### src/rtl/einstein_kb_pkg.sv
// Shared types for the Einstein keyboard responder: keymap entries,
// PS/2 prefix bytes, receiver states and the scancode lookup.
package einstein_kb_pkg;

  localparam logic [7:0] KB_E0 = 8'hE0;
  localparam logic [7:0] KB_F0 = 8'hF0;
  localparam logic [7:0] KB_E1 = 8'hE1;

  typedef enum logic [1:0] {
    K_MATRIX,
    K_SHIFT,
    K_CTRL,
    K_GRAPH
  } kb_kind_e;

  typedef enum logic [1:0] {
    ST_IDLE,
    ST_DATA,
    ST_PARITY,
    ST_STOP
  } rx_state_e;

  typedef struct packed {
    logic       valid;
    kb_kind_e   kind;
    logic [2:0] row;
    logic [2:0] col;
  } kb_ent_t;

  function automatic kb_ent_t km(kb_kind_e k, int r, int c);
    kb_ent_t e;
    e.valid = 1'b1;
    e.kind  = k;
    e.row   = 3'(r);
    e.col   = 3'(c);
    return e;
  endfunction

  // Index is {ext, code}; E1 and anything absent map to an invalid entry.
  // Shift entries use col 0 for left, col 1 for right.
  function automatic kb_ent_t keymap_lookup(logic ext, logic [7:0] code);
    kb_ent_t e;
    e = '0;
    case ({ext, code})
      9'h029: e = km(K_MATRIX, 0, 0);
      9'h066: e = km(K_MATRIX, 0, 1);
      9'h00D: e = km(K_MATRIX, 0, 2);
      9'h076: e = km(K_MATRIX, 0, 3);
      9'h05A: e = km(K_MATRIX, 0, 7);
      9'h016: e = km(K_MATRIX, 1, 0);
      9'h01E: e = km(K_MATRIX, 1, 1);
      9'h026: e = km(K_MATRIX, 1, 2);
      9'h025: e = km(K_MATRIX, 1, 3);
      9'h02E: e = km(K_MATRIX, 1, 4);
      9'h036: e = km(K_MATRIX, 1, 5);
      9'h03D: e = km(K_MATRIX, 1, 6);
      9'h03E: e = km(K_MATRIX, 1, 7);
      9'h01C: e = km(K_MATRIX, 2, 0);
      9'h032: e = km(K_MATRIX, 2, 1);
      9'h021: e = km(K_MATRIX, 2, 2);
      9'h023: e = km(K_MATRIX, 2, 3);
      9'h024: e = km(K_MATRIX, 2, 4);
      9'h02B: e = km(K_MATRIX, 2, 5);
      9'h034: e = km(K_MATRIX, 2, 6);
      9'h033: e = km(K_MATRIX, 2, 7);
      9'h043: e = km(K_MATRIX, 3, 0);
      9'h03B: e = km(K_MATRIX, 3, 1);
      9'h042: e = km(K_MATRIX, 3, 2);
      9'h04B: e = km(K_MATRIX, 3, 3);
      9'h03A: e = km(K_MATRIX, 3, 4);
      9'h031: e = km(K_MATRIX, 3, 5);
      9'h044: e = km(K_MATRIX, 3, 6);
      9'h04D: e = km(K_MATRIX, 3, 7);
      9'h015: e = km(K_MATRIX, 4, 0);
      9'h02D: e = km(K_MATRIX, 4, 1);
      9'h01B: e = km(K_MATRIX, 4, 2);
      9'h02C: e = km(K_MATRIX, 4, 3);
      9'h03C: e = km(K_MATRIX, 4, 4);
      9'h02A: e = km(K_MATRIX, 4, 5);
      9'h01D: e = km(K_MATRIX, 4, 6);
      9'h022: e = km(K_MATRIX, 4, 7);
      9'h035: e = km(K_MATRIX, 5, 0);
      9'h01A: e = km(K_MATRIX, 5, 1);
      9'h046: e = km(K_MATRIX, 5, 2);
      9'h045: e = km(K_MATRIX, 5, 3);
      9'h04E: e = km(K_MATRIX, 5, 4);
      9'h055: e = km(K_MATRIX, 5, 5);
      9'h041: e = km(K_MATRIX, 5, 6);
      9'h049: e = km(K_MATRIX, 5, 7);
      9'h04A: e = km(K_MATRIX, 6, 0);
      9'h04C: e = km(K_MATRIX, 6, 1);
      9'h052: e = km(K_MATRIX, 6, 2);
      9'h175: e = km(K_MATRIX, 6, 3);
      9'h172: e = km(K_MATRIX, 6, 4);
      9'h16B: e = km(K_MATRIX, 6, 5);
      9'h174: e = km(K_MATRIX, 6, 6);
      9'h054: e = km(K_MATRIX, 6, 7);
      9'h05B: e = km(K_MATRIX, 7, 0);
      9'h05D: e = km(K_MATRIX, 7, 1);
      9'h005: e = km(K_MATRIX, 7, 2);
      9'h006: e = km(K_MATRIX, 7, 3);
      9'h004: e = km(K_MATRIX, 7, 4);
      9'h00C: e = km(K_MATRIX, 7, 5);
      9'h058: e = km(K_MATRIX, 7, 6);
      9'h00E: e = km(K_MATRIX, 7, 7);
      9'h012: e = km(K_SHIFT, 0, 0);
      9'h059: e = km(K_SHIFT, 0, 1);
      9'h014: e = km(K_CTRL, 0, 0);
      9'h114: e = km(K_CTRL, 0, 0);
      9'h011: e = km(K_GRAPH, 0, 0);
      9'h111: e = km(K_GRAPH, 0, 0);
      default: e = '0;
    endcase
    return e;
  endfunction

endpackage

### src/rtl/ps2_rx.sv
// PS/2 byte receiver: sync + glitch filter, frame FSM, timeout.
// Out: o_byte_valid/o_byte per frame, o_frame_err pulse on error.
module ps2_rx
  import einstein_kb_pkg::*;
#(
  parameter int FILTER_LEN = 8,
  parameter int TIMEOUT    = 65536
) (
  input  logic       clk_sys,
  input  logic       reset,
  input  logic       i_ps2_clk,
  input  logic       i_ps2_data,
  output logic       o_byte_valid,
  output logic [7:0] o_byte,
  output logic       o_frame_err
);

  localparam int FW = $clog2(FILTER_LEN) + 1;
  localparam int TW = $clog2(TIMEOUT) + 1;

  // bit 0 = clock line, bit 1 = data line
  logic [1:0]         r_s1, r_s2, r_filt;
  logic [1:0][FW-1:0] r_fcnt;
  logic               r_clk_d;
  rx_state_e          r_state, w_nstate;
  logic [7:0]         r_sh, w_nsh;
  logic [2:0]         r_bit, w_nbit;
  logic [TW-1:0]      r_tcnt;
  logic               w_strobe, w_data;
  logic               w_valid, w_err, w_tout;

  always_ff @(posedge clk_sys or posedge reset) begin
    if (reset) begin
      r_s1    <= 2'b11;
      r_s2    <= 2'b11;
      r_filt  <= 2'b11;
      r_fcnt  <= '0;
      r_clk_d <= 1'b1;
    end else begin
      r_s1    <= {i_ps2_data, i_ps2_clk};
      r_s2    <= r_s1;
      r_clk_d <= r_filt[0];
      for (int i = 0; i < 2; i++) begin
        if (r_s2[i] == r_filt[i]) begin
          r_fcnt[i] <= '0;
        end else if (r_fcnt[i] == FW'(FILTER_LEN - 1)) begin
          r_filt[i] <= r_s2[i];
          r_fcnt[i] <= '0;
        end else begin
          r_fcnt[i] <= r_fcnt[i] + 1'b1;
        end
      end
    end
  end

  assign w_strobe = r_clk_d & ~r_filt[0];
  assign w_data   = r_filt[1];
  assign w_tout   = (r_state != ST_IDLE) &&
                    (r_tcnt == TW'(TIMEOUT - 1));

  always_comb begin
    w_nstate = r_state;
    w_nsh    = r_sh;
    w_nbit   = r_bit;
    w_valid  = 1'b0;
    w_err    = 1'b0;
    // timeout has priority; a coincident strobe is dropped
    if (w_tout) begin
      w_err    = 1'b1;
      w_nstate = ST_IDLE;
    end else if (w_strobe) begin
      unique case (r_state)
        ST_IDLE: begin
          if (!w_data) begin
            w_nstate = ST_DATA;
            w_nbit   = 3'd0;
          end else begin
            w_err = 1'b1;
          end
        end
        ST_DATA: begin
          w_nsh  = {w_data, r_sh[7:1]};
          w_nbit = r_bit + 3'd1;
          if (r_bit == 3'd7) w_nstate = ST_PARITY;
        end
        ST_PARITY: begin
          if (^{r_sh, w_data}) begin
            w_nstate = ST_STOP;
          end else begin
            w_err    = 1'b1;
            w_nstate = ST_IDLE;
          end
        end
        ST_STOP: begin
          w_nstate = ST_IDLE;
          if (w_data) w_valid = 1'b1;
          else        w_err   = 1'b1;
        end
      endcase
    end
  end

  always_ff @(posedge clk_sys or posedge reset) begin
    if (reset) begin
      r_state      <= ST_IDLE;
      r_sh         <= '0;
      r_bit        <= '0;
      r_tcnt       <= '0;
      o_byte_valid <= 1'b0;
      o_byte       <= '0;
      o_frame_err  <= 1'b0;
    end else begin
      r_state      <= w_nstate;
      r_sh         <= w_nsh;
      r_bit        <= w_nbit;
      o_byte_valid <= w_valid;
      o_frame_err  <= w_err;
      if (w_valid) o_byte <= r_sh;
      if (r_state == ST_IDLE || w_strobe || w_tout)
        r_tcnt <= '0;
      else
        r_tcnt <= r_tcnt + 1'b1;
    end
  end

endmodule

### src/rtl/einstein_keymatrix.sv
// Einstein keyboard matrix: PS/2 bytes -> 8x8 key matrix + modifiers.
// In: ps2_clk/ps2_data, kb_row. Out: kb_col, kb_shift/ctrl/graph, frame_err.
module einstein_keymatrix
  import einstein_kb_pkg::*;
#(
  parameter int FILTER_LEN = 8,
  parameter int TIMEOUT    = 65536
) (
  input  logic       clk_sys,
  input  logic       reset,
  input  logic       ps2_clk,
  input  logic       ps2_data,
  input  logic [7:0] kb_row,
  output logic [7:0] kb_col,
  output logic       kb_shift,
  output logic       kb_ctrl,
  output logic       kb_graph,
  output logic       frame_err
);

  logic        w_bv;
  logic [7:0]  w_byte;
  logic        w_err;
  kb_ent_t     w_ent;
  logic        r_ext, r_rel;
  logic [63:0] r_key;
  logic        r_lsh, r_rsh, r_ctrl, r_graph;

  ps2_rx #(
    .FILTER_LEN(FILTER_LEN),
    .TIMEOUT   (TIMEOUT)
  ) u_rx (
    .clk_sys     (clk_sys),
    .reset       (reset),
    .i_ps2_clk   (ps2_clk),
    .i_ps2_data  (ps2_data),
    .o_byte_valid(w_bv),
    .o_byte      (w_byte),
    .o_frame_err (w_err)
  );

  assign w_ent     = keymap_lookup(r_ext, w_byte);
  assign frame_err = w_err;

  always_ff @(posedge clk_sys or posedge reset) begin
    if (reset) begin
      r_ext   <= 1'b0;
      r_rel   <= 1'b0;
      r_key   <= '0;
      r_lsh   <= 1'b0;
      r_rsh   <= 1'b0;
      r_ctrl  <= 1'b0;
      r_graph <= 1'b0;
    end else if (w_err) begin
      r_ext <= 1'b0;
      r_rel <= 1'b0;
    end else if (w_bv) begin
      if (w_byte == KB_E0) begin
        r_ext <= 1'b1;
      end else if (w_byte == KB_F0) begin
        r_rel <= 1'b1;
      end else begin
        r_ext <= 1'b0;
        r_rel <= 1'b0;
        if (w_ent.valid) begin
          unique case (w_ent.kind)
            K_MATRIX: r_key[{w_ent.row, w_ent.col}] <= ~r_rel;
            K_SHIFT: begin
              if (w_ent.col[0]) r_rsh <= ~r_rel;
              else              r_lsh <= ~r_rel;
            end
            K_CTRL:  r_ctrl  <= ~r_rel;
            K_GRAPH: r_graph <= ~r_rel;
          endcase
        end
      end
    end
  end

  always_comb begin
    kb_col = 8'hFF;
    for (int r = 0; r < 8; r++)
      kb_col = kb_col & ~(r_key[r*8 +: 8] & {8{~kb_row[r]}});
  end

  assign kb_shift = ~(r_lsh | r_rsh);
  assign kb_ctrl  = ~r_ctrl;
  assign kb_graph = ~r_graph;

endmodule

### config.mk
export PLATFORM = sky130hd
export DESIGN_NAME = einstein_keymatrix
export DESIGN_NICKNAME = d
export VERILOG_FILES = /design/src/rtl/einstein_kb_pkg.sv /design/src/rtl/ps2_rx.sv /design/src/rtl/einstein_keymatrix.sv
export SDC_FILE = /design/constraint.sdc
export NUM_CORES = 1
export LEC_CHECK = 0
export ABC_AREA = 1
export BUFFER_PORTS_ARGS = -buffer_cell sky130_fd_sc_hd__buf_4
export CAP_MARGIN = 20
export CELL_PAD_IN_SITES_DETAIL_PLACEMENT = 1
export CELL_PAD_IN_SITES_GLOBAL_PLACEMENT = 1
export CORE_MARGIN = 1.5
export CORE_UTILIZATION = 30
export DETAILED_ROUTE_END_ITERATION = 10
export PLACE_DENSITY = 0.59
export SLEW_MARGIN = 20
export SYNTH_ARGS = -nofsm -noshare
export SYNTH_HDL_FRONTEND = slang
export SYNTH_SLANG_ARGS = --single-unit
### constraint.sdc
create_clock -name clk_sys -period 4.41 [get_ports clk_sys]
set_clock_uncertainty 0.1 [all_clocks]
set_input_delay 0.6615 -clock clk_sys [delete_from_list [all_inputs] [get_ports clk_sys]]
set_output_delay 0.6615 -clock clk_sys [all_outputs]
set_load 0.01 [all_outputs]
# == After elaboration in Yosys (flattened, before gate mapping) ==
# Index checks and enable logic that the tools add are counted.
# totals
out_inout_bits,12
reg_bits,125
# op_classes
n_addsub,4
muxes,34
bitwise,45
n_reduce_logical,25
eq_ne,86
magnitude_cmp,2
# op_table
cell,count
case mux 9 bit (65 select lines),1
"equality test 9 x 6 -> 1 bit, second input constant",23
"equality test 9 x 7 -> 1 bit, second input constant",22
AND 8 bit,15
"equality test 9 x 5 -> 1 bit, second input constant",10
bitwise mux 64 bit,1
inverter 8 bit,8
"equality test 9 bit, second input constant",6
"equality test 9 x 3 -> 1 bit, second input constant",3
"equality test 9 x 4 -> 1 bit, second input constant",3
inverter 1 bit,20
AND reduction 6 bit,3
"adder 17 x 1 -> 17 bit, second input constant",1
"equality test 17 x 16 -> 1 bit, second input constant",1
two-way mux 1 bit,17
two-way mux 17 bit,1
"equality test 8 bit, second input constant",2
two-way mux 4 bit,4
AND reduction 7 bit,2
two-way mux 2 bit,5
XOR reduction 9 bit,1
"adder 4 x 1 -> 4 bit, second input constant",2
"equality test 2 bit, second input constant",4
"equality test 4 x 3 -> 1 bit, second input constant",2
26 further kinds,39

# == Logic depth before layout (Yosys ltp) ==
# Gate-level depths: netlist of run 1.
# depth
word_depth,10
mapped_depth,20
ltp_nobuf,20

# == By module ==
# A second synthesis of run 1 with hierarchy kept.
# hier_totals
cells_unflattened,1015
hier_area_um2,7146.9
# modules_own_cells
module,area_per_inst_um2,cells_each,instances
einstein_keymatrix,4595.7,726,1
ps2_rx,2551.2,289,1

# == Worst setup path after synthesis of run 1 ==
# OpenSTA, ideal clock, no wires.
# synth_timing
path_type,flip-flop to flip-flop
from,register u_rx.r_tcnt[0]
to,register u_rx.o_byte[0]
stages_incl_launch_ff,21
path_buffers,1
required_time_ns,4.180
path_slack_ns,1.671
synth_period_minus_slack_ns,2.739
arrival_time_ns,2.509
cell_sequence,dfrtp_1 > ha_1 > nand2_1 > nor2_1 > inv_1 > nor2_1 > nand2_1 > nor2_1 > nand2_1 > nor4_1 > nand2_1 > nor2_1 > ha_1 > inv_1 > nor2_1 > nor2_1 > inv_1 > nor3_1 > clkbuf_1 > nand2_1 > o21ai_0
# synth_via
elab_chain_cells,3
# synth_rtl
element,line_no,text
"start, declared",ps2_rx.sv:28,logic [TW-1:0] r_tcnt;
"start signal, assigned",ps2_rx.sv:122,r_tcnt <= r_tcnt + 1'b1;
equality test 17 x 16 -> 1 bit,ps2_rx.sv:59,(r_tcnt == TW'(TIMEOUT - 1));
logical AND 1 bit,ps2_rx.sv:58,assign w_tout = (r_state != ST_IDLE) &&
two-way mux 1 bit,ps2_rx.sv:68,if (w_tout) begin
via u_rx.w_valid,ps2_rx.sv:30,"logic w_valid, w_err, w_tout;"
"end signal, assigned",ps2_rx.sv:118,if (w_valid) o_byte <= r_sh;
"end, declared",ps2_rx.sv:14,"output logic [7:0] o_byte,"
# The timed path passes the listed nets, and every way through them passes these cells.
# A chain may end at the register's enable or synchronous reset.

# == Worst setup path after layout of run 1 ==
# layout_timing
from,register u_rx.o_byte[7]
to,register r_key[26]
# layout_via
elab_chain_cells,8
word_cells_on_any_way,82
# layout_rtl
element,line_no,text
equality test 9 bit or equality test 9 x 5 -> 1 bit (tied branches),einstein_kb_pkg.sv:44,"case ({ext, code})"
OR reduction 2 bit (no line),n/a,
case mux 9 bit (65 select lines),einstein_kb_pkg.sv:44,
< comparator 6 x 7 -> 1 bit (implied by the code) or greater-or-equal comparator 6 x 1 -> 1 bit (tied branches),einstein_keymatrix.sv:67,"K_MATRIX: r_key[{w_ent.row, w_ent.col}] <= ~r_rel;"
logical AND 1 bit (implied by the code),einstein_keymatrix.sv:67,
two-way mux 1 bit (implied by the code),einstein_keymatrix.sv:67,
demux 1 bit (select 6 bit),einstein_keymatrix.sv:67,
bitwise mux 64 bit,einstein_keymatrix.sv:67,
"end signal, assigned by index",einstein_keymatrix.sv:67,
"end, declared",einstein_keymatrix.sv:26,logic [63:0] r_key;
# Parallel ways exist; a longest one is shown, timed or not.

==> out/results.tsv, run 1 <==
stage	metric	value	unit
run_status	outcome	finished, final reports clean	
synthesis	post_synth_top_flop	dfrtp_1	
cts	clockBufferDepth	2	
synthesis	synth_seq_cells	125	
cts	tritoncts_clock_tree	built	
floorplan	ios	24	
critical_path	critical_path.endpoint_type	register	
routing	route.detailed.vias_per_inst	4.83	
run	max_cap_viol_count	0	
layout	layout.nets	1079	
cts	cts.sinks	125	
sta	timing.fmax	276	MHz
cts	numCtsBuffers	17	
floorplan	full_die_area	0.0249	mm²
worst_hold_path	hold_path.class	in2reg	
placed_design	dp_hpwl	17000	µm
critical_path	path_cells	inv_1, nand2_1, nor2_1, nand3_1, nand2_1, nor2_1, nand2_1, nor2_1, nand2_1, inv_2, nand2_1, nand2_1, nor2_4, buf_4, nand2_1, nand2_1, nand2_1	
critical_path	cells_on_worst_reg2reg_path	17	
routing	detailedRoute.firstPassIterationCount	4	
power_and_ir_drop	fin_total_pwr	0.00318	W
synthesis	per_instance_average_area_after_synthesis	6.90	µm²
synthesis	yosysMostFrequentCell	nand2_1	
layout	fraction_of_final_layout_cells_with_drive_strength_greater_than_1	9.40	%
grt	antenna_found_initial	0	
worst_hold_path	worstHoldEndpoint	u_rx.r_s1[0]$_DFF_PP1_	
routing	num_vias	6733	
sta	ratio_of_final_minimum_period_to_clock_period	82.2	%
critical_path	cp.arrival	3850	ps
routing	count_of_nets_left_with_antenna_violations_after_detail_routing	0	
routing	detail_route.wl_per_cell	16.7	µm
sta	finalMaxSlewViolations	0	
layout	final_cell_area	0.00829	mm²
critical_path	crit_type	reg2reg	
synthesis	yosysUniqueCellTypes	37	
placed_design	placed_cell_area	0.00770	mm²
grt	first_global_vias	6926	
sta	total_neg_setup_slack	0	ps
synthesis	synth_nets	1060	
critical_path	rrSetupSlack	780	ps
cts	cts_repair_resize_count	0	
synthesis	synth-edff-count	0	
critical_path	crit_path_start_kind	register	
synthesis	synthTopCellsByArea	dfrtp_1, nand2_1, nand3_1, nor2_1, inv_1	
floorplan	die_height	158	µm
floorplan	floorplan.rows	56	
cts	clk-insertion-delay-late	440	ps
power_and_ir_drop	irDropWorstVdd	0.238	mV
grt	gr-total-overflow	0	
cts	post_cts_clock_slew_at_the_launch_and_capture_registers_of_the_worst_setup_and_hold_paths	70	ps
grt	grt_first_pass_wirelength	37900	µm
sta	max_slew_margin	35.9	%
floorplan	initial_core_util	30.6	%
critical_path	reg2reg_from	u_rx.o_byte[7]$_DFFE_PP0P_	
synthesis	synth-seq-area-share	43.6	%
critical_path	timing.critical_path.slowest_cell_delay	760	ps
cts	cts.repair_timing.setup_buffer_count	0	
worst_hold_path	worst_hold_path_depth	1	
synthesis	yosys-top-cells-count	nand2_1, nor2_1, nand3_1	
worst_hold_path	min_from	ps2_clk	
layout	diodes	0	
sta	hold_viol	0	
placed_design	placement.io_buffers	23	
power_and_ir_drop	power_density_over_cell_area	384	mW/mm²
routing	drt-initial-drc-count	350	
cts	cts.root.buffer_cell	clkbuf_16	
grt	groute.usage.overall	20.1	%
routing	detail_route.wirelength	23300	µm
sta	max_slew.worst_pin.slew	958	ps
floorplan	fp.dieW	158	µm
sta	period_needed	3630	ps
synthesis	synthesis.instances	1042	
layout	flow.area_growth_from_synthesis	15.2	%
critical_path	cp_slowest_cell	nor2_1	
critical_path	cp_data_required_time	4630	ps
layout	final-instance-count-excl-fill	1393	
critical_path	worst_path_fanout_max	25	
placed_design	place_inst	1361	
sta	rsz_0062_raised_after_global_routing	no	
synthesis	yosysTopAreaCell	dfrtp_1	
synthesis	netlist_area	0.00719	mm²
layout	postLayoutCoreUtil	35.3	%
critical_path	cp_common_cell	nand2_1	
routing	route.detailed.drc	0	
cts	cts.hold.buffers_added	0	
synthesis	fraction_of_registers_with_async_set_or_reset_after_synthesis	100	%
cts	cts.htree.levels	4	
grt	largest_net_degree_at_the_start_of_global_routing	106	
floorplan	floorplan.core_area	0.0235	mm²
synthesis	synthDominantCellAreaShare	41.1	%
placed_design	place.gp.congestion	0.936	
power_and_ir_drop	leakagePower	4.24	nW
sta	report.final.setup_viol	0	
synthesis	synthesis.yosys.warnings	0	
critical_path	worst_r2r_endpoint	r_key[26]$_DFFE_PP0P_	
-- cell families after synthesis --
kind of cell    synth area share (%)
flops                           43.6
simple gates                    38.6
mux                            0.296
xor+xnor                        1.46
fa+ha+maj                       1.04
buf+inv                         8.21
compound gates                  6.77
-- worst max-delay path, delay by kind of cell (launching register included) --
family | cells | cell delay, ps
AND/OR/NAND/NOR | 14 | 2470
flip-flops | 1 | 410
buffers and inverters | 3 | 510
-- metal layers --
metal | track usage, % | vias to the layer above | routed length (µm)
li1 | - | 3371 | -
met1 | 26.7 | 3272 | 11100
met2 | 33.5 | 70 | 11200
met3 | 3.04 | 20 | 635
met4 | 5.88 | 0 | 365
met5 | 0 | - | 0
-- metrics by stage --
stage / worst slack (ps) / hold slack (ps)
3_5_place_dp: 830 / 247
3_3_place_gp: 885 / 246
6_report: 784 / 227
2_1_floorplan: 333 / 245
4_1_cts: 795 / 214
5_1_grt: 382 / 215
-- sequential cells by signal, indices dropped and copies added (netlist names), 3 cells and up --
name	cells
u_rx.r_sh	8
u_rx.r_fcnt	8
r_key	64
u_rx.r_tcnt	17
u_rx.r_bit	3
u_rx.o_byte	8
-- where the power goes --
group | total (W) | internal, W | switching, W
combinational | 0.000452 | 0.000171 | 0.000281
clock | 0.00141 | 0.000795 | 0.000612
sequential | 0.00132 | 0.00124 | 0.0000778
-- cell usage in the layout, fill, tap and decap left out, drive strengths merged, types with 2 or more instances in the layout --
cell / synthesis / final
clkinvlp: 0 / 2
a21oi: 22 / 22
nand4: 6 / 6
nor2: 135 / 135
nand3: 123 / 123
nand3b: 2 / 2
dfrtp: 118 / 118
a221oi: 11 / 11
inv: 113 / 120
ha: 6 / 6
o31ai: 2 / 2
nor4: 3 / 3
nand2: 362 / 362
o21ai: 39 / 39
nor3: 34 / 34
a31oi: 3 / 3
buf: 21 / 32
clkbuf: 11 / 17
xor2: 4 / 4
a2111oi: 2 / 2
a22o: 3 / 3
xnor2: 8 / 8
dfstp: 7 / 7
clkinv: 1 / 6
-- area by class of cell --
cell class	instances	area, µm²
tap	319	399
multi-input combinational	771	3470
inverter	114	435
clock buffer	17	425
timing repair buffer	32	265
fill	2967	15200
clock inverter	15	155
sequential	125	3140
-- worst max path at each step --
stage / slack, ps / endpoint / cells past startpoint / start
6_report: 780 / r_key[26]$_DFFE_PP0P_ / 17 / u_rx.o_byte[7]$_DFFE_PP0P_
5_1_grt: 380 / r_key[30]$_DFFE_PP0P_ / 17 / u_rx.o_byte[7]$_DFFE_PP0P_
4_1_cts: 790 / r_key[26]$_DFFE_PP0P_ / 17 / u_rx.o_byte[7]$_DFFE_PP0P_
3_5_place_dp: 830 / r_key[26]$_DFFE_PP0P_ / 17 / u_rx.o_byte[7]$_DFFE_PP0P_
3_3_place_gp: 890 / r_key[14]$_DFFE_PP0P_ / 17 / u_rx.o_byte[7]$_DFFE_PP0P_
2_1_floorplan: 330 / r_ctrl$_DFFE_PP0P_ / 1 / reset
Power figures use the tool's default switching activity.
==> run 2: changes to the inputs <==
--- a/config.mk
+++ b/config.mk
@@ -13,7 +13,7 @@
 export CORE_MARGIN = 1.5
 export CORE_UTILIZATION = 30
 export DETAILED_ROUTE_END_ITERATION = 10
-export PLACE_DENSITY = 0.59
+export PLACE_DENSITY = 0.61
 export SLEW_MARGIN = 20
 export SYNTH_ARGS = -nofsm -noshare
 export SYNTH_HDL_FRONTEND = slang
==> constraint.sdc (replaced) <==
create_clock -name clk_sys -period 3.1 [get_ports clk_sys]
set_clock_uncertainty 0.1 [all_clocks]
set_input_delay 0.465 -clock clk_sys [delete_from_list [all_inputs] [get_ports clk_sys]]
set_output_delay 0.465 -clock clk_sys [all_outputs]
set_load 0.01 [all_outputs]
==> out/results.tsv, run 2 (synthesis gave the netlist of run 1 again) <==
stage	metric	value	unit	change
layout	diodes	0		unchanged
power_and_ir_drop	leakagePower	4.38	nW	+3.1%
cts	clk-insertion-delay-late	430	ps	about the same
placed_design	placement.io_buffers	23		unchanged
grt	gr-total-overflow	0		unchanged
layout	flow.area_growth_from_synthesis	18.9	%	
routing	detail_route.wl_per_cell	16.4	µm	-1.8%
grt	met3_usage	3.37	%	+0.33 points
floorplan	full_die_area	0.0249	mm²	unchanged
cts	tritoncts_clock_tree	built		
critical_path	crit_path_start_kind	register		
routing	route.detailed.vias_per_inst	4.83		about the same
cts	cts.root.buffer_cell	clkbuf_16		
power_and_ir_drop	irDropWorstVdd	0.253	mV	+6.3%
worst_hold_path	worstHoldEndpoint	u_rx.r_s1[0]$_DFF_PP1_		
routing	count_of_nets_left_with_antenna_violations_after_detail_routing	0		unchanged
routing	drt-initial-drc-count	376		+7.4%
cts	cts.sinks	125		unchanged
grt	antenna_found_initial	0		unchanged
grt	grt_util_met2	33.3	%	-0.19 points
floorplan	floorplan.rows	56		unchanged
layout	largest_register_ff_count	64		unchanged
critical_path	reg2reg_from	u_rx.o_byte[0]$_DFFE_PP0P_		
cts	post_cts_clock_slew_at_the_launch_and_capture_registers_of_the_worst_setup_and_hold_paths	60	ps	about the same
critical_path	worst_r2r_endpoint	r_key[35]$_DFFE_PP0P_		
sta	max_slew_margin	55.6	%	+20 points
sta	report.final.setup_viol	0		unchanged
critical_path	cp.arrival	3050	ps	-800 ps
grt	grt.busiest_layer	met2		
placed_design	placed_cell_area	0.00790	mm²	+2.6%
floorplan	ios	24		unchanged
routing	route.detailed.drc	0		unchanged
floorplan	initial_core_util	30.6	%	unchanged
power_and_ir_drop	power_density_over_cell_area	533	mW/mm²	+39%
layout	layout.cells.most_common_list	nand2_1, nand3_1, nor2_1, dfrtp_1, inv_1		
routing	num_vias	6836		+1.5%
layout	count_of_filler_cells_inserted_in_the_layout	2963		-0.13%
routing	detailedRoute.firstPassIterationCount	5		+1
worst_hold_path	min_from	ps2_clk		
worst_hold_path	hold_path.class	in2reg		
layout	largest_registers	r_key (64), u_rx.r_tcnt (17)		
routing	detail_route.wirelength	23200	µm	-0.25%
critical_path	cells_on_worst_reg2reg_path	16		-1
power_and_ir_drop	fin_total_pwr	0.00455	W	+43%
floorplan	floorplan.core_area	0.0235	mm²	unchanged
sta	period_needed	2850	ps	-780 ps
sta	hold_viol	0		unchanged
run_status	outcome	finished, final reports clean		
critical_path	worst_path_fanout_max	26		+4.0%
grt	groute.usage.overall	20.0	%	-0.091 points
sta	timing.fmax	351	MHz	+27%
cts	numCtsBuffers	17		unchanged
layout	final_cell_area	0.00855	mm²	+3.2%
sta	max_slew.worst_pin.slew	666	ps	-292 ps
layout	layout.nets	1101		+2.0%
layout	final_common_cell	nand2_1		
placed_design	dp_hpwl	17300	µm	+2.2%
layout	fraction_of_final_layout_cells_with_drive_strength_greater_than_1	12.0	%	+2.5 points
layout	registers.top_by_ff_count	r_key		
grt	met1_usage	25.7	%	-1.0 points
grt	first_global_vias	7003		+1.1%
floorplan	die_height	158	µm	unchanged
grt	largest_net_degree_at_the_start_of_global_routing	54		-49%
cts	clockBufferDepth	2		unchanged
cts	cts.htree.levels	4		unchanged
placed_design	place.gp.congestion	0.936		about the same
sta	ratio_of_final_minimum_period_to_clock_period	91.8	%	+9.6 points
critical_path	critical_path.endpoint_type	register		
critical_path	cp_data_required_time	3300	ps	-1330 ps
sta	finalMaxSlewViolations	0		unchanged
critical_path	crit_type	reg2reg		
critical_path	rrSetupSlack	250	ps	-530 ps
worst_hold_path	worst_hold_path_depth	1		unchanged
floorplan	fp.dieW	158	µm	unchanged
grt	grt_first_pass_wirelength	37800	µm	-0.22%
run	max_cap_viol_count	0		unchanged
run 2: cell types whose count changed in the layout (fill, tap and decap cells not counted), moves of 3 or more:
cell | previous run | this run
nor2_2 | 6 | 10
clkinvlp_4 | 2 | 5
clkinv_2 | 0 | 3
buf_12 | 2 | 6
buf_4 | 30 | 47
clkinv_4 | 5 | 1
inv_8 | 3 | 0
nor2_1 | 127 | 121
run 2: metrics by stage:
stage / worst slack (ps) / TNS (ps) / util, % / hold WS [ps] / instances
after CTS: 44.8 / 0 / 36.2 / 30.9 / 1414
after detailed placement: 85.4 / 0 / 33.7 / 247 / 1381
after global placement: 261 / 0 / 33.7 / 246 / 1381
after floorplan: 361 / 0 / - / 245 / 1042
after global routing: -4.63 / -5.35 / 36.4 / 29.8 / 1415
final: 254 / 0 / 36.4 / 46.2 / 1415
run 2: cell type report:
cell class | count | area, µm² | share of cell area, %
tap | 319 | 399 | 4.67
multi-input combinational | 771 | 3520 | 41.1
clock inverter | 13 | 140 | 1.64
clock buffer | 19 | 443 | 5.18
timing repair buffer | 54 | 483 | 5.65
sequential | 125 | 3140 | 36.7
inverter | 114 | 432 | 5.05
run 2: worst max-delay path by stage:
stage                                     from                          end  cells past startpoint
finish              u_rx.o_byte[0]$_DFFE_PP0P_        r_key[35]$_DFFE_PP0P_                     16
global route          u_rx.r_tcnt[1]$_DFF_PP0_   u_rx.o_byte[5]$_DFFE_PP0P_                     20
floorplan             u_rx.r_tcnt[0]$_DFF_PP0_   u_rx.o_byte[0]$_DFFE_PP0P_                     20
global placement      u_rx.r_tcnt[0]$_DFF_PP0_   u_rx.o_byte[5]$_DFFE_PP0P_                     20
detailed placement    u_rx.r_tcnt[0]$_DFF_PP0_  u_rx.r_state[0]$_DFFE_PP0P_                     20
CTS                   u_rx.r_tcnt[0]$_DFF_PP0_  u_rx.r_state[0]$_DFFE_PP0P_                     20
run 2: layer usage:
layer | vias to the layer above | share of wire [%]
met1 | 3300 | 47
met2 | 92 | 48
li1 | 3412 | -
met5 | - | 0
met4 | 0 | 2.9
met3 | 32 | 2.2
run 2: timing repair:
action | CTS | global route
resized for setup | 0 | 13
setup buffers | 0 | 1
hold buffers | 1 | 0
endpoints found under the hold margin | 8 | 0
setup endpoints to repair | 0 | 92
run 2: worst max-delay path, cell delays in order, from the launching register on:
cell and delay (ps):
dfrtp_1 470, inv_2 130, nand2_1 120, nor2_1 400
nand3_1 280, nand3_1 180, nor2_1 90, nand3_1 100
nor2_1 40, nand2_1 50, nand2_1 70, nor2_4 100
buf_12 190, buf_12 190, nand2_1 70, nand2_1 60
nand2_1 50
run 2: report_power, final:
part	switching, W	internal [W]
clock	0.000800	0.00121
sequential	0.000116	0.00177
combinational	0.000406	0.000255
total	0.00132	0.00323
==> run 3: changes to the inputs <==
--- a/config.mk
+++ b/config.mk
@@ -5,7 +5,7 @@
 export SDC_FILE = /design/constraint.sdc
 export NUM_CORES = 1
 export LEC_CHECK = 0
-export ABC_AREA = 1
+export ABC_AREA = 0
 export BUFFER_PORTS_ARGS = -buffer_cell sky130_fd_sc_hd__buf_4
 export CAP_MARGIN = 20
 export CELL_PAD_IN_SITES_DETAIL_PLACEMENT = 1
@@ -13,7 +13,7 @@
 export CORE_MARGIN = 1.5
 export CORE_UTILIZATION = 30
 export DETAILED_ROUTE_END_ITERATION = 10
-export PLACE_DENSITY = 0.61
+export PLACE_DENSITY = 0.58
 export SLEW_MARGIN = 20
 export SYNTH_ARGS = -nofsm -noshare
 export SYNTH_HDL_FRONTEND = slang
==> out/results.tsv, run 3 <==
stage	metric	value	unit	change
run_status	outcome	finished, final reports clean		
layout	diodes	0		unchanged
synthesis	yosysMostFrequentCell	dfrtp_1		
synthesis	synth-seq-area-share	43.2	%	-0.38 points
grt	grt_first_pass_wirelength	35400	µm	-6.2%
floorplan	ios	24		unchanged
layout	fraction_of_final_layout_cells_with_drive_strength_greater_than_1	20.6	%	+8.6 points
placed_design	placement.io_buffers	23		unchanged
layout	layout.nets	861		-22%
floorplan	die_height	159	µm	+0.43%
critical_path	worst_r2r_endpoint	r_key[19]$_DFFE_PP0P_		
routing	detail_route.wirelength	21700	µm	-6.7%
placed_design	place.gp.congestion	0.847		-9.5%
grt	gr-total-overflow	0		unchanged
critical_path	timing.critical_path.slowest_cell_delay	550	ps	+80 ps
placed_design	place_inst	1141		-17%
sta	final.setup.worst_slack	136	ps	-117 ps
sta	timing.fmax	337	MHz	-4.0%
layout	final_cell_area	0.00875	mm²	+2.4%
synthesis	yosysTopAreaCell	dfrtp_1		
layout	registers.top_by_ff_count	r_key		
synthesis	synthesis.yosys.warnings	0		unchanged
placed_design	placed_cell_area	0.00802	mm²	+1.6%
critical_path	rrSetupSlack	140	ps	-120 ps
sta	max_slew_margin	61.2	%	+5.6 points
synthesis	synth_seq_cells	125		unchanged
critical_path	worst_path_dominant_cell_family	simple AND/OR/NAND/NOR gates		
synthesis	synth_nets	818		-23%
sta	hold_viol	0		unchanged
sta	period_needed	2960	ps	+117 ps
grt	groute.usage.overall	18.4	%	-1.6 points
routing	count_of_nets_left_with_antenna_violations_after_detail_routing	0		unchanged
routing	detail_route.wl_per_cell	18.4	µm	+12%
layout	largest_register_ff_count	64		unchanged
routing	detailedRoute.firstPassIterationCount	5		unchanged
sta	max_slew.worst_pin.slew	581	ps	-85.0 ps
floorplan	initial_core_util	30.7	%	+0.088 points
cts	post_cts_clock_slew_at_the_launch_and_capture_registers_of_the_worst_setup_and_hold_paths	70	ps	about the same
critical_path	reg2reg_from	u_rx.o_byte[5]$_DFFE_PP0P_		
layout	largest_registers	r_key (64), u_rx.r_tcnt (17)		
cts	clockBufferDepth	2		unchanged
placed_design	dp_hpwl	15100	µm	-13%
critical_path	crit_path_start_kind	register		
sta	report.final.setup_viol	0		unchanged
critical_path	cells_on_worst_reg2reg_path	10		-6
cts	cts.hold.buffers_added	0		-1
synthesis	synthesis.instances	800		-23%
cts	clk-insertion-delay-late	420	ps	about the same
critical_path	cp.arrival	3190	ps	+140 ps
floorplan	fp.dieW	159	µm	+0.43%
worst_hold_path	hold_path.class	in2async		
layout	final-instance-count-excl-fill	1175		-17%
power_and_ir_drop	fin_total_pwr	0.00444	W	-2.6%
routing	num_vias	6099		-11%
layout	layout.cells.most_common_list	dfrtp_1, inv_1, buf_4, nor2_1, nand2_1		
synthesis	fraction_of_registers_with_async_set_or_reset_after_synthesis	100	%	unchanged
floorplan	floorplan.rows	56		unchanged
grt	antenna_found_initial	0		unchanged
grt	first_global_vias	6301		-10%
critical_path	worst_path_fanout_max	14		-46%
placed_design	place_ws	75.2	ps	-10.3 ps
synthesis	synth-edff-count	0		unchanged
critical_path	crit_type	reg2reg		
synthesis	yosys-top-cells-count	dfrtp_1, inv_1, nor2_1		
layout	count_of_filler_cells_inserted_in_the_layout	2778		-6.2%
critical_path	cp_slowest_cell	or4_1		
cts	cts.htree.levels	4		unchanged
sta	total_neg_setup_slack	0	ps	unchanged
critical_path	path_buf_inv	2		-1
cts	cts.root.buffer_cell	clkbuf_16		
synthesis	per_instance_average_area_after_synthesis	9.07	µm²	+31%
layout	register_area	0.00314	mm²	+0.12%
routing	drt-initial-drc-count	334		-11%
layout	final_common_cell	dfrtp_1		
sta	rsz_0062_raised_after_global_routing	no		
sta	finalMaxSlewViolations	0		unchanged
grt	largest_net_degree_at_the_start_of_global_routing	70		+30%
power_and_ir_drop	power_density_over_cell_area	507	mW/mm²	-4.8%
power_and_ir_drop	irDropWorstVdd	0.287	mV	+14%
floorplan	full_die_area	0.0251	mm²	+0.87%
synthesis	yosysUniqueCellTypes	75		+100%
run	max_cap_viol_count	0		unchanged
critical_path	cp_data_required_time	3330	ps	+30 ps
layout	multi_input_gate_area	0.00356	mm²	+1.2%
critical_path	path_cells	buf_12, nand2_1, nor2_1, or4_1, nand4_1, o31ai_4, nor4_4, buf_6, a21oi_1, a31oi_1		
critical_path	critical_path.endpoint_type	register		
sta	ratio_of_final_minimum_period_to_clock_period	95.6	%	+3.8 points
layout	flow.area_growth_from_synthesis	20.6	%	
routing	route.detailed.vias_per_inst	5.19		+7.4%
synthesis	netlist_area	0.00725	mm²	+0.89%
cts	tritoncts_clock_tree	built		
cts	numCtsBuffers	17		unchanged
synthesis	synthTopCellsByArea	dfrtp_1, inv_1, o21ai_0, o22ai_1, nor2_1		
synthesis	synthDominantCellAreaShare	40.7	%	-0.36 points
floorplan	floorplan.core_area	0.0236	mm²	+0.60%
routing	route.detailed.drc	0		unchanged
power_and_ir_drop	leakagePower	3.53	nW	-19%
synthesis	post_synth_top_flop	dfrtp_1		
cts	cts.sinks	125		unchanged
[run 3: repair_timing]
action,in CTS,in global routing
setup endpoints to repair,0,37
resized for setup,0,22
setup buffers,0,2
endpoints found under the hold margin,0,0
[run 3: cell families (layout without fill, tap and decap cells)]
| group | Yosys count | count (layout) | synth area share (%) |
|---|---|---|---|
| AND/OR/NAND/NOR | 276 | 276 | 22.0 |
| adder cells (fa/ha/maj) | 6 | 6 | 1.03 |
| flip-flops | 125 | 125 | 43.2 |
| AO/OA/AOI/OAI | 202 | 202 | 18.0 |
| buffers and inverters | 137 | 193 | 8.81 |
| XOR/XNOR | 31 | 31 | 3.74 |
| multiplexers | 23 | 23 | 3.26 |
[run 3: final cells by class]
type,count,share of cell area [%]
Clock buffer,18,5.02
Clock inverter,14,2.07
Inverter,77,3.35
Multi-Input combinational cell,538,40.7
Sequential cell,125,35.9
Tap cell,319,4.56
Timing Repair Buffer,84,8.44
[run 3: power by group]
part	leakage, nW	switching [W]	internal, W	total [W]
sequential	1.71	0.000107	0.00174	0.00185
clock	0.291	0.000811	0.00130	0.00211
combinational	1.54	0.000298	0.000181	0.000479
[run 3: through the flow]
step / utilization [%] / hold slack, ps
6_report: 37.1 / 4.17
5_1_grt: 37.1 / 29.4
4_1_cts: 36.6 / 6.03
3_5_place_dp: 34.0 / 251
3_3_place_gp: 34.0 / 247
2_1_floorplan: - / 245
[run 3: worst max path at each step]
| stage | from | endpoint | slack, ps | depth (start not counted) |
|---|---|---|---|---|
| after floorplan | u_rx.r_tcnt[0]$_DFF_PP0_ | u_rx.o_byte[0]$_DFFE_PP0P_ | 360 | 10 |
| after global placement | u_rx.o_byte[3]$_DFFE_PP0P_ | r_key[58]$_DFFE_PP0P_ | 80 | 10 |
| after detailed placement | u_rx.o_byte[3]$_DFFE_PP0P_ | r_key[56]$_DFFE_PP0P_ | 80 | 10 |
| after CTS | u_rx.o_byte[5]$_DFFE_PP0P_ | r_key[53]$_DFFE_PP0P_ | 20 | 8 |
| after global routing | u_rx.o_byte[7]$_DFFE_PP0P_ | r_key[33]$_DFFE_PP0P_ | 20 | 11 |
| final | u_rx.o_byte[5]$_DFFE_PP0P_ | r_key[19]$_DFFE_PP0P_ | 140 | 10 |
[run 3: per-layer routing]
layer,GRT usage [%],routed length (µm),vias to the layer above
met2,31.2,10600,109
met4,5.16,333,0
met1,23.9,9960,3025
met5,0,0,-
met3,3.18,744,24
li1,-,-,2941
